### config.mk
export PLATFORM = sky130hd
export DESIGN_NAME = gun_hit_detector
export DESIGN_NICKNAME = d
export VERILOG_FILES = /design/src/rtl/gun_pkg.sv /design/src/rtl/gun_debounce.sv /design/src/rtl/gun_hit_detector.sv
export SDC_FILE = /design/constraint.sdc
export NUM_CORES = 1
export LEC_CHECK = 0
export CORE_MARGIN = 2
export CORE_UTILIZATION = 30
export DETAILED_ROUTE_END_ITERATION = 8
export GPL_ROUTABILITY_DRIVEN = 0
export HOLD_SLACK_MARGIN = 0.15
export PLACE_DENSITY_LB_ADDON = 0.12
export SLEW_MARGIN = 20
export SYNTH_ARGS = -nofsm -noshare
export SYNTH_HDL_FRONTEND = slang
export SYNTH_HIERARCHICAL = 1
export SYNTH_SLANG_ARGS = --single-unit
export TNS_END_PERCENT = 30
### constraint.sdc
create_clock -name clk -period 1.6 [get_ports clk]
set_clock_uncertainty 0.05 [all_clocks]
set_input_delay 0.32 -clock clk [delete_from_list [all_inputs] [get_ports clk]]
set_output_delay 0.32 -clock clk [all_outputs]
set_load 0.005 [all_outputs]
### src/rtl/gun_pkg.sv
// Shared types and parameter defaults for the light-gun hit detector.
package gun_pkg;

  typedef enum logic [2:0] {
    IDLE,
    ARM,
    BLACK,
    WHITE,
    COOLDOWN
  } gun_state_t;

  localparam int DEBOUNCE_CYCLES_DEFAULT = 650000;
  localparam int DETECT_MIN_DEFAULT      = 64;
  localparam int COOLDOWN_FRAMES_DEFAULT = 15;

endpackage

### src/rtl/gun_debounce.sv
// Trigger conditioning: 2-FF synchronizer, stable-sample debouncer and a
// registered one-cycle pulse on each 0->1 change of the debounced level.
module gun_debounce
  import gun_pkg::*;
#(
  parameter int CYCLES = DEBOUNCE_CYCLES_DEFAULT
) (
  input  logic clk,
  input  logic rst,
  input  logic raw,
  output logic rise
);

  localparam int CW = (CYCLES > 1) ? $clog2(CYCLES + 1) : 1;
  localparam logic [CW-1:0] LAST = CW'(CYCLES - 1);

  logic          sync_1;
  logic          sync_2;
  logic          level;
  logic [CW-1:0] stable_cnt;

  always_ff @(posedge clk or negedge rst) begin
    if (!rst) begin
      sync_1 <= 1'b0;
      sync_2 <= 1'b0;
    end else begin
      sync_1 <= raw;
      sync_2 <= sync_1;
    end
  end

  // The counter tracks how many consecutive samples disagree with the
  // current level; any agreeing sample restarts the count.
  always_ff @(posedge clk or negedge rst) begin
    if (!rst) begin
      level      <= 1'b0;
      stable_cnt <= '0;
      rise       <= 1'b0;
    end else begin
      rise <= 1'b0;
      if (sync_2 != level) begin
        if (stable_cnt == LAST) begin
          level      <= sync_2;
          stable_cnt <= '0;
          rise       <= sync_2;
        end else begin
          stable_cnt <= stable_cnt + 1'b1;
        end
      end else begin
        stable_cnt <= '0;
      end
    end
  end

endmodule

### src/rtl/gun_hit_detector.sv
// Duck Hunt shot evaluator: flashes one black frame then one white-target
// frame after a trigger press and decides hit/miss from photodetector light.
module gun_hit_detector
  import gun_pkg::*;
#(
  parameter int DEBOUNCE_CYCLES = DEBOUNCE_CYCLES_DEFAULT,
  parameter int DETECT_MIN      = DETECT_MIN_DEFAULT,
  parameter int COOLDOWN_FRAMES = COOLDOWN_FRAMES_DEFAULT
) (
  input  logic clk,
  input  logic rst,
  input  logic new_frame,
  input  logic gun_trigger,
  input  logic gun_photodetector,
  input  logic duck_show,
  output logic screen_black,
  output logic target_white,
  output logic shot_fired,
  output logic duck_hit,
  output logic busy
);

  localparam int LW = $clog2(DETECT_MIN + 1);
  localparam int FW = (COOLDOWN_FRAMES > 1) ? $clog2(COOLDOWN_FRAMES + 1) : 1;
  localparam logic [LW-1:0] LIGHT_FULL = LW'(DETECT_MIN);
  localparam logic [FW-1:0] FRAME_LAST = FW'(COOLDOWN_FRAMES - 1);

  gun_state_t    state;
  gun_state_t    next_state;
  logic          press;
  logic          photo_1;
  logic          photo_2;
  logic [LW-1:0] light_cnt;
  logic [FW-1:0] frame_cnt;
  logic          black_lit;
  logic          light_seen;
  logic          black_next;
  logic          white_next;
  logic          busy_next;
  logic          shot_next;
  logic          hit_next;

  gun_debounce #(
    .CYCLES(DEBOUNCE_CYCLES)
  ) u_trigger (
    .clk (clk),
    .rst (rst),
    .raw (gun_trigger),
    .rise(press)
  );

  always_ff @(posedge clk or negedge rst) begin
    if (!rst) begin
      photo_1 <= 1'b0;
      photo_2 <= 1'b0;
    end else begin
      photo_1 <= gun_photodetector;
      photo_2 <= photo_1;
    end
  end

  assign light_seen = (light_cnt == LIGHT_FULL);

  always_ff @(posedge clk or negedge rst) begin
    if (!rst) begin
      state        <= IDLE;
      screen_black <= 1'b0;
      target_white <= 1'b0;
      busy         <= 1'b0;
      shot_fired   <= 1'b0;
      duck_hit     <= 1'b0;
    end else begin
      state        <= next_state;
      screen_black <= black_next;
      target_white <= white_next;
      busy         <= busy_next;
      shot_fired   <= shot_next;
      duck_hit     <= hit_next;
    end
  end

  // A press that lands on new_frame only reaches ARM, so BLACK always
  // starts on the following frame boundary and covers a whole frame.
  always_comb begin
    next_state = state;
    case (state)
      IDLE:     if (press) next_state = duck_show ? ARM : COOLDOWN;
      ARM:      if (new_frame) next_state = BLACK;
      BLACK:    if (new_frame) next_state = WHITE;
      WHITE:    if (new_frame) next_state = COOLDOWN;
      COOLDOWN: if (new_frame && frame_cnt == FRAME_LAST) next_state = IDLE;
      default:  next_state = IDLE;
    endcase
  end

  always_comb begin
    black_next = (next_state == BLACK);
    white_next = (next_state == WHITE);
    busy_next  = (next_state != IDLE);
    shot_next  = (state == IDLE) && press;
    hit_next   = (state == WHITE) && new_frame && light_seen && !black_lit;
  end

  // The sample taken on the boundary cycle opens the new window's count.
  always_ff @(posedge clk or negedge rst) begin
    if (!rst) begin
      light_cnt <= '0;
      frame_cnt <= '0;
      black_lit <= 1'b0;
    end else begin
      if ((next_state == BLACK && state != BLACK) ||
          (next_state == WHITE && state != WHITE)) begin
        light_cnt <= LW'(photo_2);
      end else if (photo_2 && !light_seen) begin
        light_cnt <= light_cnt + 1'b1;
      end

      if (state == BLACK && new_frame) begin
        black_lit <= light_seen;
      end

      if (next_state == COOLDOWN && state != COOLDOWN) begin
        frame_cnt <= '0;
      end else if (state == COOLDOWN && new_frame) begin
        frame_cnt <= frame_cnt + 1'b1;
      end
    end
  end

endmodule

After elaboration in Yosys (flattened, before gate mapping)
Index checks and enable logic that the tools add are counted.
{"block": "op_classes", "shifts": 0, "n_mul": 0, "n_reduce_logical": 19, "addsub": 3, "eq_ne": 14, "bitwise_logic": 0, "div": 0, "n_mux": 15, "n_lt_le_gt_ge": 0}
{"operator": "$mux W20", "n": 2}
{"operator": "$add A20 B1 Y20 const B", "n": 1}
{"operator": "$eq A20 B20 Y1 const B", "n": 1}
{"operator": "$mux W3", "n": 6}
{"operator": "$pmux W3 S5", "n": 1}
{"operator": "$mux W7", "n": 2}
{"operator": "$eq A3 B2 Y1 const B", "n": 4}
{"operator": "$logic_and A1 B1 Y1", "n": 11}
{"operator": "$mux W4", "n": 2}
{"operator": "$add A7 B1 Y7 const B", "n": 1}
{"operator": "$eq A7 B7 Y1 const B", "n": 1}
{"operator": "$eq A3 B3 Y1 const B", "n": 2}
{"operator": "$ne A3 B2 Y1 const B", "n": 2}
{"operator": "$add A4 B1 Y4 const B", "n": 1}
{"operator": "$eq A4 B4 Y1 const B", "n": 1}
{"operator": "$reduce_bool A2 Y1", "n": 2}
{"operator": "$eq A3 B1 Y1 const B", "n": 1}
{"operator": "$logic_not A3 Y1", "n": 1}
{"operator": "$ne A3 B3 Y1 const B", "n": 1}
{"operator": "$reduce_bool A3 Y1", "n": 1}
{"operator": "$logic_not A1 Y1", "n": 2}
{"operator": "$mux W1", "n": 2}
{"operator": "$reduce_and A2 Y1", "n": 1}
{"operator": "$logic_or A1 B1 Y1", "n": 1}
{"operator": "$ne A1 B1 Y1", "n": 1}
{"block": "totals", "romBits": 0, "ram_bits": 0, "latch_bits": 0, "out_inout_bits": 5, "register_bits": 46, "memories": 0, "in_bits": 6}

Depth between registers and ports, before layout
Gate-level depths: netlist of the first run.
{"block": "logic_depth", "ltp_word": 8, "mapped_depth": 6}

By module
Netlist of the first run, hierarchy kept.
{"mod": "gun_debounce", "cells_each": 116, "n_inst": 1, "area_per_inst_um2": 1178.6, "seq_area_each_um2": 600.6}
{"mod": "gun_hit_detector", "cells_each": 98, "n_inst": 1, "area_per_inst_um2": 1058.5, "seq_area_each_um2": 550.5}

Least setup slack after synthesis of the first run
No wires, ideal clock.
{"block": "synth_path", "path_type": "flip-flop to flip-flop", "from": "reg u_trigger.stable_cnt[0]", "to": "reg u_trigger.stable_cnt[16]", "path_buffers": 0, "setup_slack_ps": -40, "t_arrival_ps": 1512, "synth_period_minus_slack_ps": 1640, "setup_time_ps": 77, "path_stages_with_launch": 6, "path_cell_list": "dfrtp_1 > ha_1 > and3_2 > nand3_4 > or4_1 > a21oi_1"}
{"block": "synth_between", "elab_chain_cells": 3}
{"element": "start: declaration", "line_no": "gun_debounce.sv:20", "text": "logic [CW-1:0] stable_cnt;"}
{"element": "start signal: assignment", "line_no": "gun_debounce.sv:47", "text": "stable_cnt <= stable_cnt + 1'b1;"}
{"element": "$add A20 B1 Y20 or $eq A20 B20 Y1 (tied branches)", "line_no": "gun_debounce.sv:47, gun_debounce.sv:42"}
{"element": "$mux W20 *", "line_no": "gun_debounce.sv:42", "text": "if (stable_cnt == LAST) begin"}
{"element": "$mux W20 *", "line_no": "gun_debounce.sv:41", "text": "if (sync_2 != level) begin"}
Every way passes the cells marked *; elsewhere a longest branch is shown, timed or not.
A chain may end at the register's enable or synchronous reset.

Final worst setup path of the first run
{"block": "layout_path", "from": "reg u_trigger.stable_cnt[0]", "to": "reg u_trigger.stable_cnt[14]"}
Same word-level chain as after synthesis.

==> summary.md, run 1 <==
| Metric | Value |
|---|---|
| Outcome | `finished clean` |
| Post-synth EDFFs | `0` |
| Worst-path maximum fanout | `5` |
| Fin crit period | `1.58 ns` |
| Share of layout cells above drive strength 1 | `27.8%` |
| Worst skew pair latency | `0.30 ns` |
| Max-cap viol count | `0` |
| Min-Delay Endpoint | `photo_2` |
| Die ar. | `0.00816 mm²` |
| Clk sinks | `46` |
| Drt pass-1 iters | `4` |
| CTS buffer count | `5` |
| WP data arrival | `1.76 ns` |
| Period utilisation layout | `98.9%` |
| CTS tree | `done` |
| Asr flop ratio synth | `100%` |
| Worst R2R Path Depth | `5` |
| Worst-path clk slew | `0.09 ns` |
| Row cnt | `31` |
| Port Buf Inserts | `10` |
| Post-synthesis sequential area ratio | `51.5%` |
| Final setup viols | `0` |
| Hold Path Depth | `0` |
| Area growth, synth to finish | `30.1%` |
| DRT Wirelength | `4.28 mm` |
| Fin. Hold Viols | `0` |
| Chip Height | `90.4 µm` |
| Worst hold start | `photo_1` |
| Number of distinct library cells after synthesis | `41` |
| Max frequency | `632 MHz` |
| Gr usage total | `~11%` |
| Core Box Area | `0.00725 mm²` |
| Top_reg_cell synth | `dfrtp_1` |
| Reg-to-Reg Start | `u_trigger/stable_cnt[0]` |
| DRC violations left | `0` |
| Starting Density | `between 30% and 40%` |
| Mapped Area | `0.00224 mm²` |
| CTS root buf | `clkbuf_8` |
| DR vias/cell | `4.65` |
| Worst EP required | `~1.8 ns` |
| Critical Path Start | `u_trigger/stable_cnt[0]` |
| Post-DR wirelength/cell | `11.7 µm` |
| Register Area | `0.00115 mm²` |
| PD cells | `885 mW/mm²` |
| # IOs | `11` |
| Worst vdd ir | `0.000318 V` |
| Synth Instances | `around 210` |
| Antenna viol nets, final | `0` |
| Largest net degree at the start of global routing | `47` |
| Placed cell area | `0.00274 mm²` |
| Worst reg2reg setup slack | `0.02 ns` |
| First-pass GRT wire length | `~7.4 mm` |
| Post-route cell area | `0.00291 mm²` |
| N_diodes | `0` |
| CP Launch Type | `flop` |
| CTS H-tree depth | `2` |
| Via count | `1698` |
| FILL cells | `~730` |
| Iteration-0 DRC Markers | `44` |
| R2r endpoint | `u_trigger/stable_cnt[14]` |
| RSZ-0062 raised after global routing | `yes` |
| Synth warn | `6` |
| Initial antenna violation count | `0` |
| Least-Margin Pin Slew | `0.405 ns` |
| Worst hold-check path type | `reg2reg` |
| Crit end category | `flop` |
| Final core utilization | `approximately two fifths` |
| Area of the multi-input gates | `about 0.0011 mm²` |
| Mean Syn Cell Area | `10.5 µm²` |
| Hpwl dp | `3.02 mm` |
| Total gr overflow | `0` |
| Max Slew Vio Count | `0` |
| Synthesized Nets | `225` |
| Final Net Count | `about 280` |
| Die W | `90.4 µm` |
| Clk buf depth | `2` |
| Static Leak | `roughly 1.3 nW` |
| Slew Limit Headroom | `between 70% and 80%` |
| CP Class | `reg2reg` |
| Yosys reg bits | `46` |
| Vias in the first global route | `1615` |
area by class of cell:
class                      instances  share of cell area, %
sequential                        46                   39.6
timing repair buffer              50                   14.6
clock buffer                       6                   2.49
tap                               99                   4.25
clock inverter                     2                   1.29
multi-input combinational        154                   36.7
inverter                           8                   1.03
cells by family (layout without fill, tap and decap cells):
logic type               count (synthesis)  after routing  synth area share, %
AO/OA/AOI/OAI                           32             32                 9.45
XOR/XNOR                                19             19                 7.44
adder cells (fa/ha/maj)                  5              5                 2.80
buffers and inverters                   14             66                 3.02
flip-flops                              46             46                 51.5
multiplexers                             2              2                0.951
AND/OR/NAND/NOR                         96             96                 24.9
how the worst max path moves through the flow:
stage                                     to  slack, ns  depth (start not counted)
global placement                        busy      -0.24                          4
global route        u_trigger/stable_cnt[16]      -0.04                          5
detailed placement                      busy      -0.26                          4
finish              u_trigger/stable_cnt[14]       0.02                          5
CTS                 u_trigger/stable_cnt[14]      0.004                          5
floorplan           u_trigger/stable_cnt[14]     -0.003                          5
stage by stage:
step	setup WS, ns	std cells	power [mW]	setup TNS, ns	hold WS [ns]
3_3_place_gp	-0.243	355	1.72	-2.42	0.276
6_report	0.0173	365	2.58	0	0.308
4_1_cts	0.00430	364	2.61	0	0.312
2_1_floorplan	-0.00269	214	1.53	-0.00269	-0.0256
3_5_place_dp	-0.264	355	1.72	-2.36	0.277
5_1_grt	-0.0358	365	2.73	-0.151	0.327
cells in the mapped netlist (2+ instances only):
library cell  instances  area, µm²
or4_1                 5       37.5
and3_2                2       15.0
nand3_4               2       35.0
ha_1                  5       62.6
xor2_1               11       96.3
xnor2_1               8       70.1
a21oi_1              12       60.1
and3_1                2       12.5
buf_2                 3       15.0
nand2_1              15       56.3
inv_1                 8       30.0
nor2_1               23       86.3
and3_4                2       22.5
or3_1                 5       31.3
dfrtp_1              46       1150
o21ai_0               7       35.0
nor3_1                6       30.0
o31ai_1               6       45.0
nand3_1               9       45.0
nor4_1                4       25.0
and2_1                3       18.8
nand4_1              11       68.8
registers in the layout, indices dropped and copies added (netlist names):
register and cells:
shot_fired 1, u_trigger/stable_cnt 20, target_white 1, duck_hit 1, busy 1, frame_cnt 4
black_lit 1, u_trigger/level 1, state 3, u_trigger/sync_1 1, u_trigger/sync_2 1, u_trigger/rise 1
photo_1 1, light_cnt 7, screen_black 1, photo_2 1
layout by cell type (no fill, tap or decap), types with 2 or more instances in the layout:
cell,count
buf_12,2
nand3_1,8
o31ai_1,6
and2_1,3
a21oi_2,3
nand2_1,15
or3_1,5
or4_4,2
nor4_1,2
or4_1,3
nand3_4,2
and3_4,3
and3_1,2
o21ai_0,6
nand4_1,11
xnor2_1,8
nor2_1,23
buf_4,37
clkdlybuf4s50_1,8
a21oi_1,9
xor2_1,11
nor4_2,2
dfrtp_1,45
ha_1,4
inv_1,8
clkbuf_8,5
nor3_1,5
layer usage:
layer | GRT usage (%) | wire, µm
met4 | 3.46 | 48
met1 | 13.7 | 2030
met2 | 19.2 | 2110
met3 | 2.50 | 91
met5 | 0 | 0
worst max-delay path, cell delays in order (launching register included):
cell and delay, ns:
dfrtp_1 0.36, ha_2 0.18, and3_4 0.22, nand3_4 0.09, or4_4 0.49, a21oi_2 0.13
timing repair:
item,CTS,global route
buffers inserted,0,1
hold buffers,1,0
resized for setup,1,11
pin swaps,1,4
setup endpoints to repair,3,24
hold endpoints to repair,46,0
power breakdown:
part / leakage (nW) / switching, mW / internal [mW]
clock: 0.0514 / 0.396 / 0.466
combinational: 0.590 / 0.188 / 0.195
sequential: 0.614 / 0.0751 / 1.26
total: 1.26 / 0.659 / 1.92
No activity file was read; power rests on OpenSTA's default activity.
==> run 2, diff against run 1 <==
--- a/config.mk
+++ b/config.mk
@@ -9,11 +9,11 @@
 export CORE_UTILIZATION = 30
 export DETAILED_ROUTE_END_ITERATION = 8
 export GPL_ROUTABILITY_DRIVEN = 0
-export HOLD_SLACK_MARGIN = 0.15
+export HOLD_SLACK_MARGIN = 0.02
 export PLACE_DENSITY_LB_ADDON = 0.12
+export SETUP_SLACK_MARGIN = 0.2
 export SLEW_MARGIN = 20
 export SYNTH_ARGS = -nofsm -noshare
 export SYNTH_HDL_FRONTEND = slang
-export SYNTH_HIERARCHICAL = 1
 export SYNTH_SLANG_ARGS = --single-unit
 export TNS_END_PERCENT = 30
==> run 2 against run 1 <==
Compared with the run above:
- the run now ends with setup timing left
- final cell count rose by 2.5%
- clock-buffer cell count is 1 lower
- routed wire length rose by 9.5%
- register-to-register slack got worse by 0.30 ns
- area after synthesis fell by 2.8%
- non-clock buffer count up 10
- hold slack got worse by 0.0040 ns
- cell area rose by 6.7%
- clock power is 16% lower
- largest cell class is now multi-input combinational cells
- synthesized cell count stayed put
- utilization increased by 3.4 points
==> summary.md, run 2 <==
| Metric | Value |
|---|---|
| Largest net degree at the start of global routing | `47 (unchanged)` |
| Slowest CP cell | `or4_4` |
| Worst setup path end | `u_trigger.level` |
| Share of layout cells above drive strength 1 | `38.5% (+11 points)` |
| Synthesized Nets | `225 (unchanged)` |
| CTS H-tree depth | `2 (unchanged)` |
| Most frequent cell after synthesis | `dfrtp_1` |
| Slew Limit Headroom | `75.6% (+2.6 points)` |
| Clock power share | `28.6% (-4.9 points)` |
| Max Slew Vio Count | `0 (unchanged)` |
| Outcome | `finished with violations` |
| Die W | `89.1 µm (-1.3%)` |
| Static Leak | `1.32 nW (+5.4%)` |
| Area leader, netlist | `dfrtp_1` |
| Max reg flops | `20 (unchanged)` |
| Post-synth EDFFs | `0 (unchanged)` |
| Placed insts | `357 (+0.56%)` |
| Worst EP required | `1.73 ns (-0.05 ns)` |
| Total gr overflow | `0 (unchanged)` |
| Commonest cells after routing, fill and taps aside | `dfrtp_1 (45), buf_4 (40), nor2_1 (17)` |
| Gr usage total | `12.3% (+1.2 points)` |
| Largest cells by area after synthesis | `dfrtp_1 (53%), xnor2_1 (5.2%), nor2_1 (5.2%), xor2_1 (3.6%), ha_1 (2.9%)` |
| DRC violations left | `0 (unchanged)` |
| CP Launch Type | `flop` |
| Worst-path clk slew | `0.09 ns (about the same)` |
| Most common cell after layout, fill and taps aside | `dfrtp_1` |
| First-pass GRT wire length | `7.65 mm (+3.9%)` |
| Synth top area share | `52.9% (+1.5 points)` |
| Die ar. | `0.00795 mm² (-2.7%)` |
| Antenna viol nets, final | `0 (unchanged)` |
| NetSw | `0.740 mW (+12%)` |
| Area growth, synth to finish | `42.9%` |
| CTS tree | `done` |
| Top_reg_cell synth | `dfrtp_1` |
| CTS buffer count | `5 (unchanged)` |
| Sw frac | `29.2% (+3.6 points)` |
| Period utilisation layout | `118% (+19 points)` |
| Clk buf depth | `2 (unchanged)` |
| Max-cap viol count | `0 (unchanged)` |
| N_diodes | `0 (unchanged)` |
| Worst vdd ir | `0.000364 V (+14%)` |
| Clk sinks | `46 (unchanged)` |
| Area of the multi-input gates | `0.00120 mm² (+12%)` |
| Crit-path max cell delay | `0.45 ns (-0.04 ns)` |
| Post-DR wirelength/cell | `12.5 µm (+6.9%)` |
| Reg-to-Reg Start | `u_trigger.stable_cnt[1]` |
| DP Worst Slack | `-0.318 ns (-0.0543 ns)` |
| Mean Syn Cell Area | `10.2 µm² (-2.8%)` |
| FILL cells | `717 (-1.6%)` |
| Register Area | `0.00115 mm² (unchanged)` |
| Final setup margin | `-0.281 ns (-0.298 ns)` |
| Hold slack | `0.304 ns (-0.00401 ns)` |
| Final Net Count | `285 (+3.3%)` |
| Row cnt | `31 (unchanged)` |
| Critical Path Start | `u_trigger.stable_cnt[1]` |
| Starting Density | `30.5% (-0.37 points)` |
| Post-synth top cells | `dfrtp_1 (46), nor2_1 (30), nand2_1 (15)` |
| RSZ-0062 raised after global routing | `yes` |
| Port Buf Inserts | `10 (unchanged)` |
| Least-Margin Pin Slew | `0.362 ns (-0.0428 ns)` |
| DR vias/cell | `4.64 (-0.28%)` |
| Comb power frac | `16.9% (+2.0 points)` |
| Global routing's busiest layer | `met2` |
| Biggest regs | `u_trigger.stable_cnt (20), light_cnt (7), frame_cnt (4)` |
| Worst-path maximum fanout | `3 (-2)` |
| Vias in the first global route | `1686 (+4.4%)` |
| Met2 GRT Util | `21.3% (+2.1 points)` |
| Via count | `1735 (+2.2%)` |
| Fin crit period | `1.88 ns (+0.298 ns)` |
| Sum of negative setup slack | `-4.87 ns (-4.87 ns)` |
| Max frequency | `532 MHz (-16%)` |
| Number of distinct library cells after synthesis | `38 (-7.3%)` |
| Hpwl dp | `3.02 mm (about the same)` |
| Tot Pwr | `2.53 mW (-1.7%)` |
| Met3 global-route usage | `2.49% (-0.011 points)` |
| Worst skew pair latency | `0.30 ns (about the same)` |
| Iteration-0 DRC Markers | `57 (+30%)` |
| Worst reg2reg setup slack | `-0.28 ns (-0.30 ns)` |
| Yosys reg bits | `46 (unchanged)` |
| PD cells | `815 mW/mm² (-7.9%)` |
| R2r endpoint | `u_trigger.level` |
| Final setup viols | `22 (+22)` |
| Fin cells | `374 (+2.5%)` |
| Grt met1 use | `15.6% (+1.9 points)` |
| Crit end category | `flop` |
| Mapped Area | `0.00217 mm² (-2.8%)` |
| Sequential power share | `54.6% (+2.9 points)` |
| P_int | `1.79 mW (-6.5%)` |
| Post-synthesis sequential area ratio | `52.9% (+1.5 points)` |
| CP Class | `reg2reg` |
| Synth Instances | `214 (unchanged)` |
| Fin. Hold Viols | `0 (unchanged)` |
| CTS root buf | `clkbuf_8` |
| Initial antenna violation count | `0 (unchanged)` |
| Biggest register | `u_trigger.stable_cnt` |
| DRT Wirelength | `4.69 mm (+9.5%)` |
| Core Box Area | `0.00714 mm² (-1.6%)` |
| Cell Chain, Critical Path | `ha_4 > nand3_2 > or4_4 > buf_4 > nor3_4 > mux2_4` |
| Failing checks | `setup timing` |
| WP data arrival | `2.01 ns (+0.25 ns)` |
| Worst R2R Path Depth | `6 (+1)` |
| Chip Height | `89.1 µm (-1.3%)` |
| # IOs | `11 (unchanged)` |
| Worst hold-check path type | `reg2reg` |
| Drt pass-1 iters | `4 (unchanged)` |
| Asr flop ratio synth | `100% (unchanged)` |
| Synth warn | `0 (-6)` |
[run 2: worst min-delay path by stage]
| stage | from | to | slack (ns) | cells past startpoint |
|---|---|---|---|---|
| CTS | photo_1 | photo_2 | 0.31 | 0 |
| global placement | rst | busy | 0.28 | 2 |
| finish | photo_1 | photo_2 | 0.30 | 0 |
| global route | photo_1 | photo_2 | 0.31 | 0 |
| detailed placement | rst | shot_fired | 0.27 | 2 |
| floorplan | rst | black_lit | -0.03 | 0 |
[run 2: logic make-up (layout without fill, tap and decap cells)]
| kind of cell | Yosys count | count (layout) | synth area share, % |
|---|---|---|---|
| XOR/XNOR | 22 | 22 | 8.86 |
| adder cells (fa/ha/maj) | 5 | 5 | 2.88 |
| flip-flops | 46 | 46 | 52.9 |
| AO/OA/AOI/OAI | 21 | 21 | 5.75 |
| multiplexers | 4 | 4 | 1.90 |
| AND/OR/NAND/NOR | 99 | 99 | 24.5 |
| buffers and inverters | 17 | 78 | 3.22 |
[run 2: critical path, delay by kind of cell (launching register included)]
kind,cells,cell delay (ns)
flops,1,0.42
buf+inv,1,0.17
simple gates,3,0.66
mux,1,0.31
fa+ha+maj,1,0.17
[run 2: layer usage]
layer,up-vias,wire length [µm],share of wire [%]
li1,862,-,-
met1,850,2130,45
met2,20,2390,51
met3,3,129,2.8
met4,0,32,0.68
met5,-,0,0
[run 2: timing repair]
action	4_1_cts	5_1_grt
endpoints found under the hold margin	46	0
gates cloned	0	1
endpoints found under the setup margin	39	36
hold buffers	1	0
resized for setup	20	43
setup buffers	5	2
pin swaps	14	31
[run 2: stage by stage]
step | utilization (%) | instance area (µm²)
final | 43.5 | 3110
after global routing | 43.5 | 3110
after CTS | 40.7 | 2910
after detailed placement | 37.9 | 2710
after global placement | 37.9 | 2710
after floorplan | - | 2210
[run 2: final cells by class]
class | count | share of cell area (%)
clock inverter | 3 | 0.684
inverter | 10 | 1.21
sequential | 46 | 37.1
tap | 99 | 3.99
multi-input combinational | 151 | 38.5
clock buffer | 5 | 2.21
timing repair buffer | 60 | 16.3
[run 2: power by group through the flow]
stage	sequential (mW)	combinational, mW	clock, mW
2_1_floorplan	1.37	0.212	0
3_3_place_gp	1.37	0.350	0
3_5_place_dp	1.38	0.354	0
4_1_cts	1.38	0.385	0.767
5_1_grt	1.40	0.487	0.819
6_report	1.38	0.427	0.724
==> run 3, diff against run 2 <==
--- a/config.mk
+++ b/config.mk
@@ -5,6 +5,7 @@
 export SDC_FILE = /design/constraint.sdc
 export NUM_CORES = 1
 export LEC_CHECK = 0
+export CORE_ASPECT_RATIO = 1.4
 export CORE_MARGIN = 2
 export CORE_UTILIZATION = 30
 export DETAILED_ROUTE_END_ITERATION = 8
==> run 3 against run 2 <==
Compared with the run above:
- the run still ends with setup timing left
- die area rose by 0.12%
- combinational power rose by 14%
- total power rose by 1.2%
- clock power fell by 5.0%
- clock-buffer cell count did not move
- non-clock buffer count rose by 2
- first-iteration DRC count rose by 5.3%
- critical endpoint unchanged
- hold slack got worse by 0.0034 ns
- utilization rose by 1.8 points
==> summary.md, run 3 (synthesis results as in run 2) <==
| Metric | Value |
|---|---|
| Sw frac | `29.2% (about the same)` |
| DR vias/cell | `4.74 (+2.1%)` |
| Slowest CP cell | `or4_4` |
| Final setup viols | `22 (unchanged)` |
| Comb power frac | `18.9% (+2.0 points)` |
| CP Class | `reg2reg` |
| Met3 global-route usage | `2.50% (+0.011 points)` |
| Grt met1 use | `15.0% (-0.60 points)` |
| PD cells | `810 mW/mm² (-0.68%)` |
| Largest net degree at the start of global routing | `19 (-60%)` |
| Clk buf depth | `2 (unchanged)` |
| Starting Density | `31.1% (+0.68 points)` |
| Share of layout cells above drive strength 1 | `43.5% (+4.9 points)` |
| Area growth, synth to finish | `45.7%` |
| Clock power share | `26.8% (-1.8 points)` |
| Period utilisation layout | `117% (-0.57 points)` |
| Fin crit period | `1.87 ns (-0.00920 ns)` |
| Worst vdd ir | `0.000422 V (+16%)` |
| CP Launch Type | `flop` |
| Chip Height | `105 µm (+17%)` |
| Row cnt | `36 (+16%)` |
| Port Buf Inserts | `10 (unchanged)` |
| WP data arrival | `2.00 ns (about the same)` |
| Max reg flops | `20 (unchanged)` |
| Hold slack | `0.300 ns (-0.00341 ns)` |
| N_diodes | `0 (unchanged)` |
| Failing checks | `setup timing` |
| Met2 GRT Util | `23.9% (+2.6 points)` |
| DRT Wirelength | `4.88 mm (+4.1%)` |
| Initial antenna violation count | `0 (unchanged)` |
| CTS root buf | `clkbuf_8` |
| Worst-path maximum fanout | `2 (-1)` |
| NetSw | `0.749 mW (+1.2%)` |
| CP delay by family, top | `simple AND/OR/NAND/NOR gates` |
| CTS tree | `done` |
| Buffers & Inverters on Critical Path | `1 (unchanged)` |
| DRC violations left | `0 (unchanged)` |
| Crit end category | `flop` |
| Fin. Hold Viols | `0 (unchanged)` |
| DP Worst Slack | `-0.279 ns (+0.0394 ns)` |
| # IOs | `11 (unchanged)` |
| Least-Margin Pin Slew | `0.428 ns (+0.0659 ns)` |
| Cell Chain, Critical Path | `ha_2 > nand3_2 > or4_4 > buf_4 > nor3_4 > mux2_4` |
| Iteration-0 DRC Markers | `60 (+5.3%)` |
| Slew Limit Headroom | `71.5% (-4.2 points)` |
| Vias in the first global route | `1837 (+9.0%)` |
| P_int | `1.82 mW (+1.2%)` |
| Crit-path max cell delay | `0.45 ns (about the same)` |
| Worst EP required | `1.73 ns (about the same)` |
| Sequential power share | `54.3% (-0.3 points)` |
| Most common cell after layout, fill and taps aside | `dfrtp_1` |
| Worst hold-check path type | `reg2reg` |
| Gr usage total | `12.9% (+0.65 points)` |
| Max frequency | `534 MHz (+0.49%)` |
| Max Slew Vio Count | `0 (unchanged)` |
| Core Box Area | `0.00698 mm² (-2.2%)` |
| Antenna viol nets, final | `0 (unchanged)` |
| Total gr overflow | `0 (unchanged)` |
| RSZ-0062 raised after global routing | `yes` |
| Commonest cells after routing, fill and taps aside | `dfrtp_1 (44), buf_4 (38), nor2_1 (14)` |
| Worst skew pair latency | `0.29 ns (about the same)` |
| Biggest regs | `u_trigger.stable_cnt (20), light_cnt (7), frame_cnt (4)` |
| Die ar. | `0.00796 mm² (+0.12%)` |
| CTS buffer count | `5 (unchanged)` |
| Global routing's busiest layer | `met2` |
| CTS H-tree depth | `2 (unchanged)` |
| Via count | `1758 (+1.3%)` |
| Worst-path clk slew | `0.09 ns (about the same)` |
| Biggest register | `u_trigger.stable_cnt` |
| Final setup margin | `-0.272 ns (+0.00920 ns)` |
| Clk sinks | `46 (unchanged)` |
| First-pass GRT wire length | `8.40 mm (+9.8%)` |
| Post-DR wirelength/cell | `13.1 µm (+4.9%)` |
| Die W | `76.0 µm (-15%)` |
| Drt pass-1 iters | `4 (unchanged)` |
| Outcome | `finished with violations` |
| Max-cap viol count | `0 (unchanged)` |
| Tot Pwr | `2.56 mW (+1.2%)` |
| Final Net Count | `287 (+0.70%)` |
| Hpwl dp | `3.21 mm (+6.3%)` |
| Static Leak | `1.35 nW (+2.3%)` |
==> run 3: changes by cell type in the layout (fill, tap and decap cells not counted), moves of 2 or more <==
cell,previous run,this run
buf_4,40,38
nor2_1,17,14
a21oi_2,3,9
a21oi_1,6,1
nor2_4,5,7
buf_8,0,2
==> run 3: layer usage <==
metal | part of all wire [%] | vias to the layer above
met5 | 0 | -
met4 | 1.5 | 0
met3 | 1.7 | 6
met2 | 56 | 13
met1 | 41 | 878
li1 | - | 861
==> run 3: timing repair <==
action	CTS	global route
gates cloned	1	1
hold buffers	1	0
endpoints found under the setup margin	39	38
endpoints found under the hold margin	14	0
buffers inserted	7	1
gates resized for setup	31	52
pin swaps	24	30
==> run 3: per-stage QoR <==
step / util, % / cells / setup TNS (ns) / area [µm²]
floorplan: - / 214 / -4.29 / 2210
detailed placement: 38.9 / 353 / -7.94 / 2710
finish: 45.4 / 371 / -4.39 / 3170
global route: 45.4 / 371 / -5.61 / 3170
global placement: 38.9 / 353 / -7.59 / 2710
CTS: 42.3 / 369 / -4.73 / 2950
==> run 3: final cells by class <==
type | count | area [µm²]
Timing Repair Buffer | 62 | 553
Sequential cell | 46 | 1150
Tap cell | 95 | 119
Fill cell | 711 | 3810
Clock buffer | 5 | 68.8
Multi-Input combinational cell | 151 | 1230
Clock inverter | 2 | 10.0
Inverter | 10 | 37.5
==> run 3: final timing paths <==
path / cells after the start / slack (ns) / to / start
setup / recovery: 6 / -0.27 / u_trigger.level / u_trigger.stable_cnt[0]
hold / removal: 0 / 0.30 / photo_2 / photo_1
setup reg to reg: 6 / -0.27 / u_trigger.level / u_trigger.stable_cnt[0]
hold reg to reg: 0 / 0.30 / photo_2 / photo_1
max in group asynchronous: 3 / 0.62 / u_trigger.stable_cnt[12] / rst
min in group asynchronous: 2 / 0.44 / state[0] / rst
==> run 3: power groups by stage <==
stage / clock (mW) / combinational (mW) / sequential, mW
6_report: 0.688 / 0.485 / 1.39
3_3_place_gp: 0 / 0.329 / 1.38
3_5_place_dp: 0 / 0.333 / 1.38
2_1_floorplan: 0 / 0.212 / 1.37
5_1_grt: 0.770 / 0.546 / 1.41
4_1_cts: 0.712 / 0.366 / 1.36
